File: src/rtl/line_fill_unit_if.sv
// Signal bundle between the cache miss path, the line fill unit and the main-memory read port.
// The master view belongs to the fill unit; the slave view is the cache and memory environment.
interface line_fill_unit_if #(
   parameter int ADDR_WIDTH      = 32,
   parameter int DATA_WIDTH      = 64,
   parameter int BLOCKS_PER_LINE = 4
);
   localparam int IDX_W = $clog2(BLOCKS_PER_LINE);

   logic                  fill_req;
   logic [ADDR_WIDTH-1:0] fill_address;
   logic                  fill_ready;
   logic                  mem_req;
   logic [31:0]           mem_address;
   logic                  mem_ack;
   logic [DATA_WIDTH-1:0] mem_data;
   logic                  fill_valid;
   logic [DATA_WIDTH-1:0] fill_data;
   logic [IDX_W-1:0]      fill_block;
   logic                  fill_last;
   logic                  fill_done;
   logic                  fill_error;

   modport master (
      input  fill_req, fill_address, mem_ack, mem_data,
      output fill_ready, mem_req, mem_address, fill_valid, fill_data,
             fill_block, fill_last, fill_done, fill_error
   );

   modport slave (
      output fill_req, fill_address, mem_ack, mem_data,
      input  fill_ready, mem_req, mem_address, fill_valid, fill_data,
             fill_block, fill_last, fill_done, fill_error
   );
endinterface

File: src/rtl/line_fill_unit.sv
// Cache line refill engine: fetches one line from main memory, critical block first with wrap,
// streaming each block back to the cache and aborting with an error if a beat is not acked in time.
module line_fill_unit #(
   parameter int ADDR_WIDTH      = 32,
   parameter int DATA_WIDTH      = 64,
   parameter int BLOCKS_PER_LINE = 4,
   parameter int BLOCK_BITS      = 3,
   parameter int CRITICAL_FIRST  = 1,
   parameter int TIMEOUT         = 255
) (
   input  logic             clock,
   input  logic             reset,
   line_fill_unit_if.master bus
);
   localparam int IDX_W    = $clog2(BLOCKS_PER_LINE);
   localparam int LINE_LSB = BLOCK_BITS + IDX_W;
   localparam int LINE_W   = ADDR_WIDTH - LINE_LSB;
   localparam logic [IDX_W-1:0] LAST_BEAT  = IDX_W'(BLOCKS_PER_LINE - 1);
   localparam logic [15:0]      WAIT_LIMIT = 16'(TIMEOUT - 1);

   typedef enum logic [1:0] {IDLE, FETCH, DONE, ERROR} state_t;

   state_t                state_q, state_d;
   logic [LINE_W-1:0]     line_q, line_d;
   logic [IDX_W-1:0]      start_q, start_d;
   logic [IDX_W-1:0]      beat_q, beat_d;
   logic [15:0]           wait_q, wait_d;
   logic                  fill_ready_q, fill_ready_d;
   logic                  mem_req_q, mem_req_d;
   logic [31:0]           mem_address_q, mem_address_d;
   logic                  fill_valid_q, fill_valid_d;
   logic [DATA_WIDTH-1:0] fill_data_q, fill_data_d;
   logic [IDX_W-1:0]      fill_block_q, fill_block_d;
   logic                  fill_last_q, fill_last_d;
   logic                  fill_done_q, fill_done_d;
   logic                  fill_error_q, fill_error_d;

   logic                  accept;
   logic [IDX_W-1:0]      cur_block;
   logic [IDX_W-1:0]      first_block;
   logic [LINE_W-1:0]     req_line;
   logic                  unused_addr_bits;

   function automatic logic [31:0] word_address(input logic [LINE_W-1:0] line,
                                                input logic [IDX_W-1:0]  block);
      return 32'({line, block});
   endfunction

   assign accept           = (state_q == IDLE) && fill_ready_q && bus.fill_req;
   assign cur_block        = start_q + beat_q;
   assign req_line         = bus.fill_address[ADDR_WIDTH-1:LINE_LSB];
   assign first_block      = (CRITICAL_FIRST != 0) ? bus.fill_address[LINE_LSB-1:BLOCK_BITS] : '0;
   assign unused_addr_bits = ^bus.fill_address[BLOCK_BITS-1:0];

   // Next-state and next-output logic; every output is registered so the cache sees clean edges.
   // Readiness returns one cycle after the done pulse (normal end) or right after the error pulse.
   always_comb begin
      state_d       = state_q;
      line_d        = line_q;
      start_d       = start_q;
      beat_d        = beat_q;
      wait_d        = wait_q;
      fill_ready_d  = fill_ready_q;
      mem_req_d     = mem_req_q;
      mem_address_d = mem_address_q;
      fill_valid_d  = 1'b0;
      fill_data_d   = fill_data_q;
      fill_block_d  = fill_block_q;
      fill_last_d   = 1'b0;
      fill_done_d   = 1'b0;
      fill_error_d  = 1'b0;

      case (state_q)
         IDLE: begin
            fill_ready_d = 1'b1;
            if (accept) begin
               state_d       = FETCH;
               line_d        = req_line;
               start_d       = first_block;
               beat_d        = '0;
               wait_d        = '0;
               fill_ready_d  = 1'b0;
               mem_req_d     = 1'b1;
               mem_address_d = word_address(req_line, first_block);
            end
         end
         FETCH: begin
            // An ack arriving on the cycle the wait limit is reached still counts as a beat.
            if (bus.mem_ack) begin
               fill_valid_d  = 1'b1;
               fill_data_d   = bus.mem_data;
               fill_block_d  = cur_block;
               beat_d        = beat_q + IDX_W'(1);
               wait_d        = '0;
               mem_address_d = word_address(line_q, cur_block + IDX_W'(1));
               if (beat_q == LAST_BEAT) begin
                  fill_last_d = 1'b1;
                  mem_req_d   = 1'b0;
                  state_d     = DONE;
               end
            end else if (wait_q == WAIT_LIMIT) begin
               mem_req_d    = 1'b0;
               fill_done_d  = 1'b1;
               fill_error_d = 1'b1;
               state_d      = ERROR;
            end else begin
               wait_d = wait_q + 16'd1;
            end
         end
         DONE: begin
            fill_done_d = 1'b1;
            state_d     = IDLE;
         end
         ERROR: begin
            fill_ready_d = 1'b1;
            state_d      = IDLE;
         end
         default: state_d = IDLE;
      endcase
   end

   always_ff @(posedge clock) begin
      if (reset) begin
         state_q       <= IDLE;
         line_q        <= '0;
         start_q       <= '0;
         beat_q        <= '0;
         wait_q        <= '0;
         fill_ready_q  <= 1'b1;
         mem_req_q     <= 1'b0;
         mem_address_q <= '0;
         fill_valid_q  <= 1'b0;
         fill_data_q   <= '0;
         fill_block_q  <= '0;
         fill_last_q   <= 1'b0;
         fill_done_q   <= 1'b0;
         fill_error_q  <= 1'b0;
      end else begin
         state_q       <= state_d;
         line_q        <= line_d;
         start_q       <= start_d;
         beat_q        <= beat_d;
         wait_q        <= wait_d;
         fill_ready_q  <= fill_ready_d;
         mem_req_q     <= mem_req_d;
         mem_address_q <= mem_address_d;
         fill_valid_q  <= fill_valid_d;
         fill_data_q   <= fill_data_d;
         fill_block_q  <= fill_block_d;
         fill_last_q   <= fill_last_d;
         fill_done_q   <= fill_done_d;
         fill_error_q  <= fill_error_d;
      end
   end

   assign bus.fill_ready  = fill_ready_q;
   assign bus.mem_req     = mem_req_q;
   assign bus.mem_address = mem_address_q;
   assign bus.fill_valid  = fill_valid_q;
   assign bus.fill_data   = fill_data_q;
   assign bus.fill_block  = fill_block_q;
   assign bus.fill_last   = fill_last_q;
   assign bus.fill_done   = fill_done_q;
   assign bus.fill_error  = fill_error_q;
endmodule

File: src/flat_wrapper.sv
// flat-port wrapper written by rule: the top's interface ports become plain ports
module line_fill_unit_flat 
#(
   parameter int ADDR_WIDTH      = 32,
   parameter int DATA_WIDTH      = 64,
   parameter int BLOCKS_PER_LINE = 4,
   parameter int BLOCK_BITS      = 3,
   parameter int CRITICAL_FIRST  = 1,
   parameter int TIMEOUT         = 255
)
  (clock, reset, bus_fill_req, bus_fill_address, bus_mem_ack, bus_mem_data, bus_fill_ready, bus_mem_req, bus_mem_address, bus_fill_valid, bus_fill_data, bus_fill_block, bus_fill_last, bus_fill_done, bus_fill_error);
  line_fill_unit_if #(.ADDR_WIDTH(ADDR_WIDTH), .DATA_WIDTH(DATA_WIDTH), .BLOCKS_PER_LINE(BLOCKS_PER_LINE)) bus_i ();
  input  logic clock;
  input  logic reset;
  input wire logic [$bits(bus_i.fill_req)-1:0] bus_fill_req;
  input wire logic [$bits(bus_i.fill_address)-1:0] bus_fill_address;
  input wire logic [$bits(bus_i.mem_ack)-1:0] bus_mem_ack;
  input wire logic [$bits(bus_i.mem_data)-1:0] bus_mem_data;
  output wire logic [$bits(bus_i.fill_ready)-1:0] bus_fill_ready;
  output wire logic [$bits(bus_i.mem_req)-1:0] bus_mem_req;
  output wire logic [$bits(bus_i.mem_address)-1:0] bus_mem_address;
  output wire logic [$bits(bus_i.fill_valid)-1:0] bus_fill_valid;
  output wire logic [$bits(bus_i.fill_data)-1:0] bus_fill_data;
  output wire logic [$bits(bus_i.fill_block)-1:0] bus_fill_block;
  output wire logic [$bits(bus_i.fill_last)-1:0] bus_fill_last;
  output wire logic [$bits(bus_i.fill_done)-1:0] bus_fill_done;
  output wire logic [$bits(bus_i.fill_error)-1:0] bus_fill_error;
  assign bus_i.fill_req = bus_fill_req;
  assign bus_i.fill_address = bus_fill_address;
  assign bus_i.mem_ack = bus_mem_ack;
  assign bus_i.mem_data = bus_mem_data;
  assign bus_fill_ready = bus_i.fill_ready;
  assign bus_mem_req = bus_i.mem_req;
  assign bus_mem_address = bus_i.mem_address;
  assign bus_fill_valid = bus_i.fill_valid;
  assign bus_fill_data = bus_i.fill_data;
  assign bus_fill_block = bus_i.fill_block;
  assign bus_fill_last = bus_i.fill_last;
  assign bus_fill_done = bus_i.fill_done;
  assign bus_fill_error = bus_i.fill_error;
  line_fill_unit #(.ADDR_WIDTH(ADDR_WIDTH), .DATA_WIDTH(DATA_WIDTH), .BLOCKS_PER_LINE(BLOCKS_PER_LINE), .BLOCK_BITS(BLOCK_BITS), .CRITICAL_FIRST(CRITICAL_FIRST), .TIMEOUT(TIMEOUT)) u_core (.clock(clock), .reset(reset), .bus(bus_i));
endmodule
File: config.mk
export PLATFORM = sky130hd
export DESIGN_NAME = line_fill_unit_flat
export DESIGN_NICKNAME = d
export VERILOG_FILES = /design/src/rtl/line_fill_unit_if.sv /design/src/rtl/line_fill_unit.sv /design/src/flat_wrapper.sv
export SDC_FILE = /design/constraint.sdc
export NUM_CORES = 1
export LEC_CHECK = 0
export ABC_AREA = 1
export CORE_UTILIZATION = 30
export DETAILED_ROUTE_END_ITERATION = 10
export PLACE_DENSITY_LB_ADDON = 0.08
export RECOVER_POWER = 25
export SLEW_MARGIN = 5
export SYNTH_ARGS = -nofsm -noshare
export SYNTH_HDL_FRONTEND = slang
export SYNTH_SLANG_ARGS = --single-unit
File: constraint.sdc
create_clock -name clock -period 1.6 [get_ports clock]
set_clock_uncertainty 0.05 [all_clocks]
set_input_delay 0.32 -clock clock [delete_from_list [all_inputs] [get_ports clock]]
set_output_delay 0.32 -clock clock [all_outputs]
set_load 0.01 [all_outputs]
==> metrics.md <==
| Metric | Value |
|---|---|
| Crit Path Max Fanout | `7` |
| Multiplexer area fraction after synthesis | `0%` |
| Largest family of logic cells by synthesized area | `simple AND/OR/NAND/NOR gates` |
| Gr ovfl total | `0` |
| Initial core utilization | `30.9%` |
| Worst Setup EP | `u_core.bus.mem_address[8]` |
| Final nets | `1181` |
| Peak VDD IR | `0.831 mV` |
| Initial antenna violation count | `0` |
| Post-Synth XOR/XNOR Area | `0.144%` |
| PD cells | `1590 mW/mm²` |
| Routability cong. | `0.766` |
| R2R cell count | `11` |
| Highest clock rate | `629 MHz` |
| Simple-Gate Fraction of Synth Area | `25.8%` |
| # DRC | `0` |
| Global-route wire length before repair | `29.4 mm` |
| Share of cells above drive strength 1 | `13.5%` |
| Cell with the most instances after synthesis | `nand2_1` |
| Max-cap violations | `0` |
| Metal2 WL | `8.51 mm` |
| Gr usage total | `18.4%` |
| RR Startpoint | `u_core.state_q[1]` |
| Total core area | `0.0197 mm²` |
| Ranking of synthesized cells by area | `dfxtp_1 49%, nand2_1 12%, nor2_1 10%` |
| Setup violators final | `0` |
| Clock tree root buffer cell | `clkbuf_16` |
| Drt total wl | `19.1 mm` |
| H-tree depth | `4` |
| Worst hold path type | `reg2reg` |
| Hold Buf Count CTS | `0` |
| Status | `finished clean` |
| Area Overhead vs Synth | `55.8%` |
| I/O Pins | `204` |
| Die area | `0.0209 mm²` |
| Synth Area in Compound Gates | `15.8%` |
| Critical path type | `reg2reg` |
| Multi-input logic area | `0.00279 mm²` |
| Leak | `4.09 nW` |
| Yosys warnings | `0` |
| CP Capture Type | `flop` |
| Number of DRC markers in iteration 0 | `232` |
| TritonCTS clock tree | `done` |
| Min cycle time layout | `1.59 ns` |
| Vias per cell | `4.51` |
| Setup TNS | `0 ns` |
| FF+latch area | `0.00302 mm²` |
| Post-Synth Adder-Cell Area | `1.64%` |
| Top Layer Used | `met4` |
| Largest net degree at the start of global routing | `43` |
| Synth Instances | `842` |
| Reg2reg setup slack | `0.01 ns` |
| Synth Area per Inst | `7.25 µm²` |
| Post-synth top cells | `193 x nand2_1, 168 x nor2_1, 150 x dfxtp_1, 101 x o21ai_0, 47 x a21oi_1` |
| Hold slack | `0.403 ns` |
| Yosys cell types | `30` |
| Synth async-reset ratio | `0%` |
| Row cnt | `51` |
| Seq/Total Area, Yosys | `49.2%` |
| Clk_lat worst skew | `0.42 ns` |
| Final Hold Fails | `0` |
| Mean routed wirelength per cell | `14.1 µm` |
| Tcrit/Tclk final | `99.3%` |
| Met3 wirelength from detailed routing | `1.61 mm` |
| Ys flop type | `dfxtp_1` |
| Antenna cells | `0` |
| #FFs+latches synth | `150` |
| Die Wd | `145 µm` |
| Post-DP HPWL | `12.8 mm` |
| Crit. Startpoint | `u_core.state_q[1]` |
| Filler cells | `2015` |
| Clk slew on worst S/H paths | `0.07 ns` |
| WP data required | `1.86 ns` |
| Worst setup SP type | `flop` |
| M1 WL | `8.80 mm` |
| Max Transition Viols Final | `0` |
| Die Ht | `145 µm` |
| Yosys top cell by area | `dfxtp_1` |
| Reg-to-reg endpoint | `u_core.bus.mem_address[8]` |
| CP arrival | `1.85 ns` |
| Synth Cell Area | `0.00610 mm²` |
| Vias | `6098` |
| First-pass DRT Iterations | `6` |
| Synth top area share | `49.2%` |
| Vias in the first global route | `5611` |
| Cts bufs inserted | `17` |
| Clk buf depth | `2` |
| Post-route ant nets | `0` |
| Post-synth EDFFs | `0` |
| RSZ-0062 raised after global routing | `yes` |
| IO buf count | `197` |
| Clock sinks | `150` |
[state kept, by name (all words and copies together), names as in the netlist, 2 cells and up]
name	cells
u_core.beat_q	2
u_core.bus.fill_data	64
u_core.wait_q	16
u_core.line_q	27
u_core.bus.mem_address	29
u_core.start_q	2
u_core.state_q	2
u_core.bus.fill_block	2
[power by group]
group	internal (mW)	total, mW	leakage, nW	switching, mW
Sequential	4.59	5.03	1.23	0.445
Clock	2.17	3.89	0.261	1.72
Combinational	2.90	6.19	2.60	3.29
[layout make-up]
| class | instances | area share (%) |
|---|---|---|
| Timing Repair Buffer | 265 | 27.3 |
| Sequential cell | 150 | 31.7 |
| Inverter | 45 | 2.09 |
| Clock inverter | 15 | 1.51 |
| Multi-Input combinational cell | 594 | 29.4 |
| Tap cell | 265 | 3.49 |
| Clock buffer | 17 | 4.47 |
[worst min-delay path by stage]
stage / slack (ns) / from / to / depth (start not counted)
floorplan: 0.35 / reset / u_core.bus.fill_error / 1
global placement: 0.39 / u_core.bus.mem_req / u_core.bus.mem_req / 2
CTS: 0.41 / u_core.bus.mem_req / u_core.bus.mem_req / 2
global route: 0.42 / bus_fill_address[28] / u_core.line_q[23] / 3
detailed placement: 0.39 / u_core.bus.mem_req / u_core.bus.mem_req / 2
finish: 0.40 / u_core.bus.mem_req / u_core.bus.mem_req / 2
[timing repair]
| action | CTS | global route |
|---|---|---|
| setup endpoints to repair | 236 | 67 |
| setup buffers | 6 | 1 |
| gates cloned | 5 | 0 |
| pin swaps | 4 | 6 |
| resized for setup | 125 | 70 |
[per-stage QoR]
step                cell area (µm²)  total power [mW]  utilization (%)  instances  worst slack, ns
floorplan                      6110              7.92                -        844           0.0104
global placement               8710              10.8             44.2       1310           -0.230
detailed placement             8710              10.8             44.2       1310           -0.264
CTS                            9450              15.3             47.9       1352          0.00532
global route                   9510              16.2             48.2       1351          -0.0686
finish                         9510              15.1             48.2       1351           0.0107
[per-layer routing]
metal  track usage (%)  vias to the layer above
li1                  -                     3180
met1              22.8                     2729
met2              30.1                      177
met3              5.99                       12
met4              5.60                        0
met5                 0                        -
[kinds of logic after synthesis]
logic type,Yosys count
buffers and inverters,100
other,1
adder cells (fa/ha/maj),8
flip-flops,150
AO/OA/AOI/OAI,183
XOR/XNOR,1
AND/OR/NAND/NOR,399
[layout by cell type, fill, tap and decap left out, types with 6 or more instances in the layout]
cell type          n
a21oi_1           47
a31oi_1           29
buf_12            13
buf_4             48
clkbuf_16         17
clkdlybuf4s50_1   95
clkinvlp_4         6
dfxtp_1          141
dfxtp_2            8
dlygate4sd2_1    101
inv_1             37
nand2_1          190
nand3_1           25
nor2_1           161
nor2_2             7
o21ai_0           72
o21ai_1           21
o21ai_2           10
[critical path, stage by stage (launching register included)]
cell and delay, ns:
dfxtp_2 0.34, inv_4 0.07, ha_4 0.17, inv_8 0.05
nor2_8 0.13, inv_4 0.05, nand2_4 0.09, clkinv_8 0.09
buf_12 0.13, buf_12 0.13, o21ai_1 0.12, a31oi_1 0.05
(Power assumes the default switching activity.)
==> patch 1, RTL diff (config.mk and constraints unchanged) <==
`CRITICAL_FIRST` is set to 1 in 2 places; all go to 0.
--- a/src/rtl/line_fill_unit.sv
+++ b/src/rtl/line_fill_unit.sv
@@ -5,7 +5,7 @@
    parameter int DATA_WIDTH      = 64,
    parameter int BLOCKS_PER_LINE = 4,
    parameter int BLOCK_BITS      = 3,
-   parameter int CRITICAL_FIRST  = 1,
+   parameter int CRITICAL_FIRST  = 0,
    parameter int TIMEOUT         = 255
 ) (
    input  logic             clock,
--- a/src/flat_wrapper.sv
+++ b/src/flat_wrapper.sv
@@ -5,7 +5,7 @@
    parameter int DATA_WIDTH      = 64,
    parameter int BLOCKS_PER_LINE = 4,
    parameter int BLOCK_BITS      = 3,
-   parameter int CRITICAL_FIRST  = 1,
+   parameter int CRITICAL_FIRST  = 0,
    parameter int TIMEOUT         = 255
 )
   (clock, reset, bus_fill_req, bus_fill_address, bus_mem_ack, bus_mem_data, bus_fill_ready, bus_mem_req, bus_mem_address, bus_fill_valid, bus_fill_data, bus_fill_block, bus_fill_last, bus_fill_done, bus_fill_error);
Formal check against the unedited RTL: not equivalent (a bounded check fails within 4 cycles, from zero or initial values and one cycle with reset high).
==> patch 1 against the original RTL <==
  * Critical path depth is the same
  * Synthesized area decreased by 0.57%
  * The flow now finishes with violations (negative setup slack)
  * Sequential cell count fell by 4
  * Largest power group unchanged
  * Cell area down 0.29%
  * Total power grew 8.2%
  * Largest cell class is now multi-input combinational cells
  * Global-route usage decreased by 0.74 points
  * Setup slack worse by 0.045 ns
  * Synthesized cell count increased by 2.5%
  * Wire length down 0.24%
==> patch 1: results <==
[synthesis]
synth.avg_cell_area_um2 = 7.030

[placed_design]
place_congestion = 0.7911
post-place-ws_ns = -0.3017
dp.cells = 1308
placed_area_um2 = 8529

[critical_path]
cp_max_fo = 8
cp_top_family = "simple AND/OR/NAND/NOR gates"
worstPathArrival_ns = 1.88

[global_route]
grt_util_met2_pct = 28.22
grt_pass1_wl_um = 28280
gr-usage-met1_pct = 22.35

[finish]
inverters = 35
n_all_buffers = 248
multi_input_gates = 625
fillers = 2110

[timing]
finalSetupViolCount = 26
fin_ws_ns = -0.03388

[detailed_routing]
avgRoutedWirePerCell_um = 14.09
firstDrtPassIters = 5
first_iter_violations = 229

[power]
combPwrFrac_pct = 46.5
power_uw = 16350

[status]
status = "complete, but fails checks"
failed_checks = "negative setup slack"

[floorplan]
core_um2 = 19650

[cts]
cts_setup_buffers = 1
## patch 1: cell count changes after synthesis, moves of 3 or more
cell and delta:
a31oi_1 -28, inv_1 -9, dfxtp_1 -4, o21ai_0 -29
nand2_1 +33, a21oi_1 +21, buf_4 +3, nand3_1 +33
## patch 1: per-layer routing
layer / part of all wire [%] / up-vias
met5: 0 / -
li1: - / 3183
met4: 1.2 / 0
met1: 46 / 2734
met3: 8.4 / 16
met2: 44 / 191
## patch 1: kinds of logic (layout without fill, tap and decap cells)
kind of cell | count (synthesis) | after routing | share of synthesized area (%)
DFF | 146 | 146 | 48.17
and+or+nand+nor | 469 | 469 | 31.24
other | 1 | 3 | 0.06181
adders and majority gates | 7 | 7 | 1.444
AOI/OAI and AO/OA | 146 | 146 | 12.19
buffers and inverters | 94 | 315 | 6.888
## patch 1: how the worst max path moves through the flow
stage                                                  end  slack (ns)                            from
global route        u_core.bus.mem_address[8]$_SDFFE_PP0P_       -0.11  u_core.state_q[0]$_SDFFE_PP0P_
finish              u_core.bus.mem_address[2]$_SDFFE_PP0P_       -0.03  u_core.state_q[0]$_SDFFE_PP0P_
global placement           u_core.bus.mem_req$_SDFFE_PP0P_       -0.26                    bus_fill_req
floorplan             u_core.bus.fill_data[0]$_SDFFE_PP0N_      -0.002  u_core.state_q[1]$_SDFFE_PP0P_
CTS                          u_core.wait_q[9]$_SDFFE_PP0P_      -0.008  u_core.state_q[1]$_SDFFE_PP0P_
detailed placement  u_core.bus.mem_address[7]$_SDFFE_PP0P_       -0.30                    bus_fill_req
## patch 1: tightest hold or removal path, delay by kind of cell
family / cells / cell delay, ns
compound gates: 1 / 0.11
buf+inv: 2 / 0.25
simple gates: 1 / 0.04
==> patch 2, RTL diff (config.mk and constraints unchanged) <==
Without the edit above. The 4 states of `state_t` get a one-hot encoding in 4 bits.
--- a/src/rtl/line_fill_unit.sv
+++ b/src/rtl/line_fill_unit.sv
@@ -18,7 +18,7 @@
    localparam logic [IDX_W-1:0] LAST_BEAT  = IDX_W'(BLOCKS_PER_LINE - 1);
    localparam logic [15:0]      WAIT_LIMIT = 16'(TIMEOUT - 1);
 
-   typedef enum logic [1:0] {IDLE, FETCH, DONE, ERROR} state_t;
+   typedef enum logic [3:0] {IDLE = 4'b0001, FETCH = 4'b0010, DONE = 4'b0100, ERROR = 4'b1000} state_t;
 
    state_t                state_q, state_d;
    logic [LINE_W-1:0]     line_q, line_d;
Formal check against the unedited RTL: same outputs for any inputs over 4 cycles, from zero or initial values and one cycle with reset high; so few cycles prove little.
==> patch 2 against the original RTL <==
  * Sequential share of layout area rose by 0.77 points
  * Sequential cell count rose by 2
  * Synthesized area rose by 1.4%
  * Largest cell class unchanged
  * Cell area fell by 1.2%
  * Setup slack improved by 0.026 ns
  * Hold slack got worse by 0.0056 ns
  * Wire length fell by 3.1%
  * Fmax rose by 1.6%
  * Core utilization fell by 1.8 points
Power is not compared: it rests on default switching activity, and its combinational part moved more than twofold at a synthesized area within 25%.
==> patch 2: results <==
[status]
status = "finished, final reports clean"

[global_route]
grt_max_degree = 59
gr-usage-met1_pct = 20.94
grt_pass1_wl_um = 30040
grtUsageTotal_pct = 17.67
grt_use_met3_pct = 7.022

[placed_design]
place_congestion = 0.7974
hpwl_um = 12450
post-place-ws_ns = -0.2608

[finish]
bufAreaShareNonClock_pct = 25.58
n_all_buffers = 252
multi_input_area_share_pct = 28.86
inverters = 67
seq_area_share_pct = 32.49
drive_gt1_share_pct = 11.74
fillers = 2107
multi_input_gates = 587
seq_cell_count = 152

[critical_path]
worstPathArrival_ns = 1.82

[synthesis]
synth-seq-area-share_pct = 49.16
synth_area_leaders = "dfxtp_1 (49%), nor2_1 (13%), o21ai_0 (12%)"

[detailed_routing]
wl_met2_um = 8636
firstDrtPassIters = 4
wirelength_um = 18500
wl_met3_um = 1471

[floorplan]
core_um2 = 20230
[patch 2: changes by cell type in the layout (fill, tap and decap cells not counted), sizes merged, moves of 5 or more]
cell	delta
inv	+23
buf	-15
a31oi	-29
nand3	+5
o21ai	+52
nor2	+56
nand2	-88
[patch 2: repair_timing]
item,4_1_cts,5_1_grt
buffers inserted,2,4
hold endpoints to repair,0,0
cloned,0,3
pin swaps,1,6
resized for setup,103,34
setup endpoints to repair,108,58
[patch 2: cells by family after synthesis]
family | count (synthesis) | share of synthesized area, %
simple gates | 376 | 25.15
fa+ha+maj | 4 | 0.8086
buf+inv | 120 | 8.126
flops | 152 | 49.16
compound gates | 204 | 16.70
other cells | 1 | 0.06058
[patch 2: path summary, 6_finish.rpt]
kind,startpoint,endpoint,slack [ns],cells after the start
worst max-delay path,u_core.state_q[2]$_SDFFE_PP0P_,u_core.bus.mem_address[1]$_SDFFE_PP0P_,0.04,10
worst min-delay path,u_core.line_q[15]$_SDFFE_PP0P_,u_core.line_q[15]$_SDFFE_PP0P_,0.40,2
worst max register to register,u_core.state_q[2]$_SDFFE_PP0P_,u_core.bus.mem_address[1]$_SDFFE_PP0P_,0.04,10
worst min register to register,u_core.line_q[15]$_SDFFE_PP0P_,u_core.line_q[15]$_SDFFE_PP0P_,0.40,2
[patch 2: stage by stage]
stage	hold WS [ns]	cells	total power [µW]
5_1_grt	0.4101	1360	11620
3_3_place_gp	0.3837	1320	6705
3_5_place_dp	0.3910	1320	6712
2_1_floorplan	0.3391	859	5487
4_1_cts	0.3991	1354	10950
6_report	0.3969	1360	11050
[patch 2: worst max-delay path: cells and delay by family (launching register included)]
kind | cells | cell delay, ns
and+or+nand+nor | 8 | 0.80
DFF | 1 | 0.33
buffers and inverters | 2 | 0.26
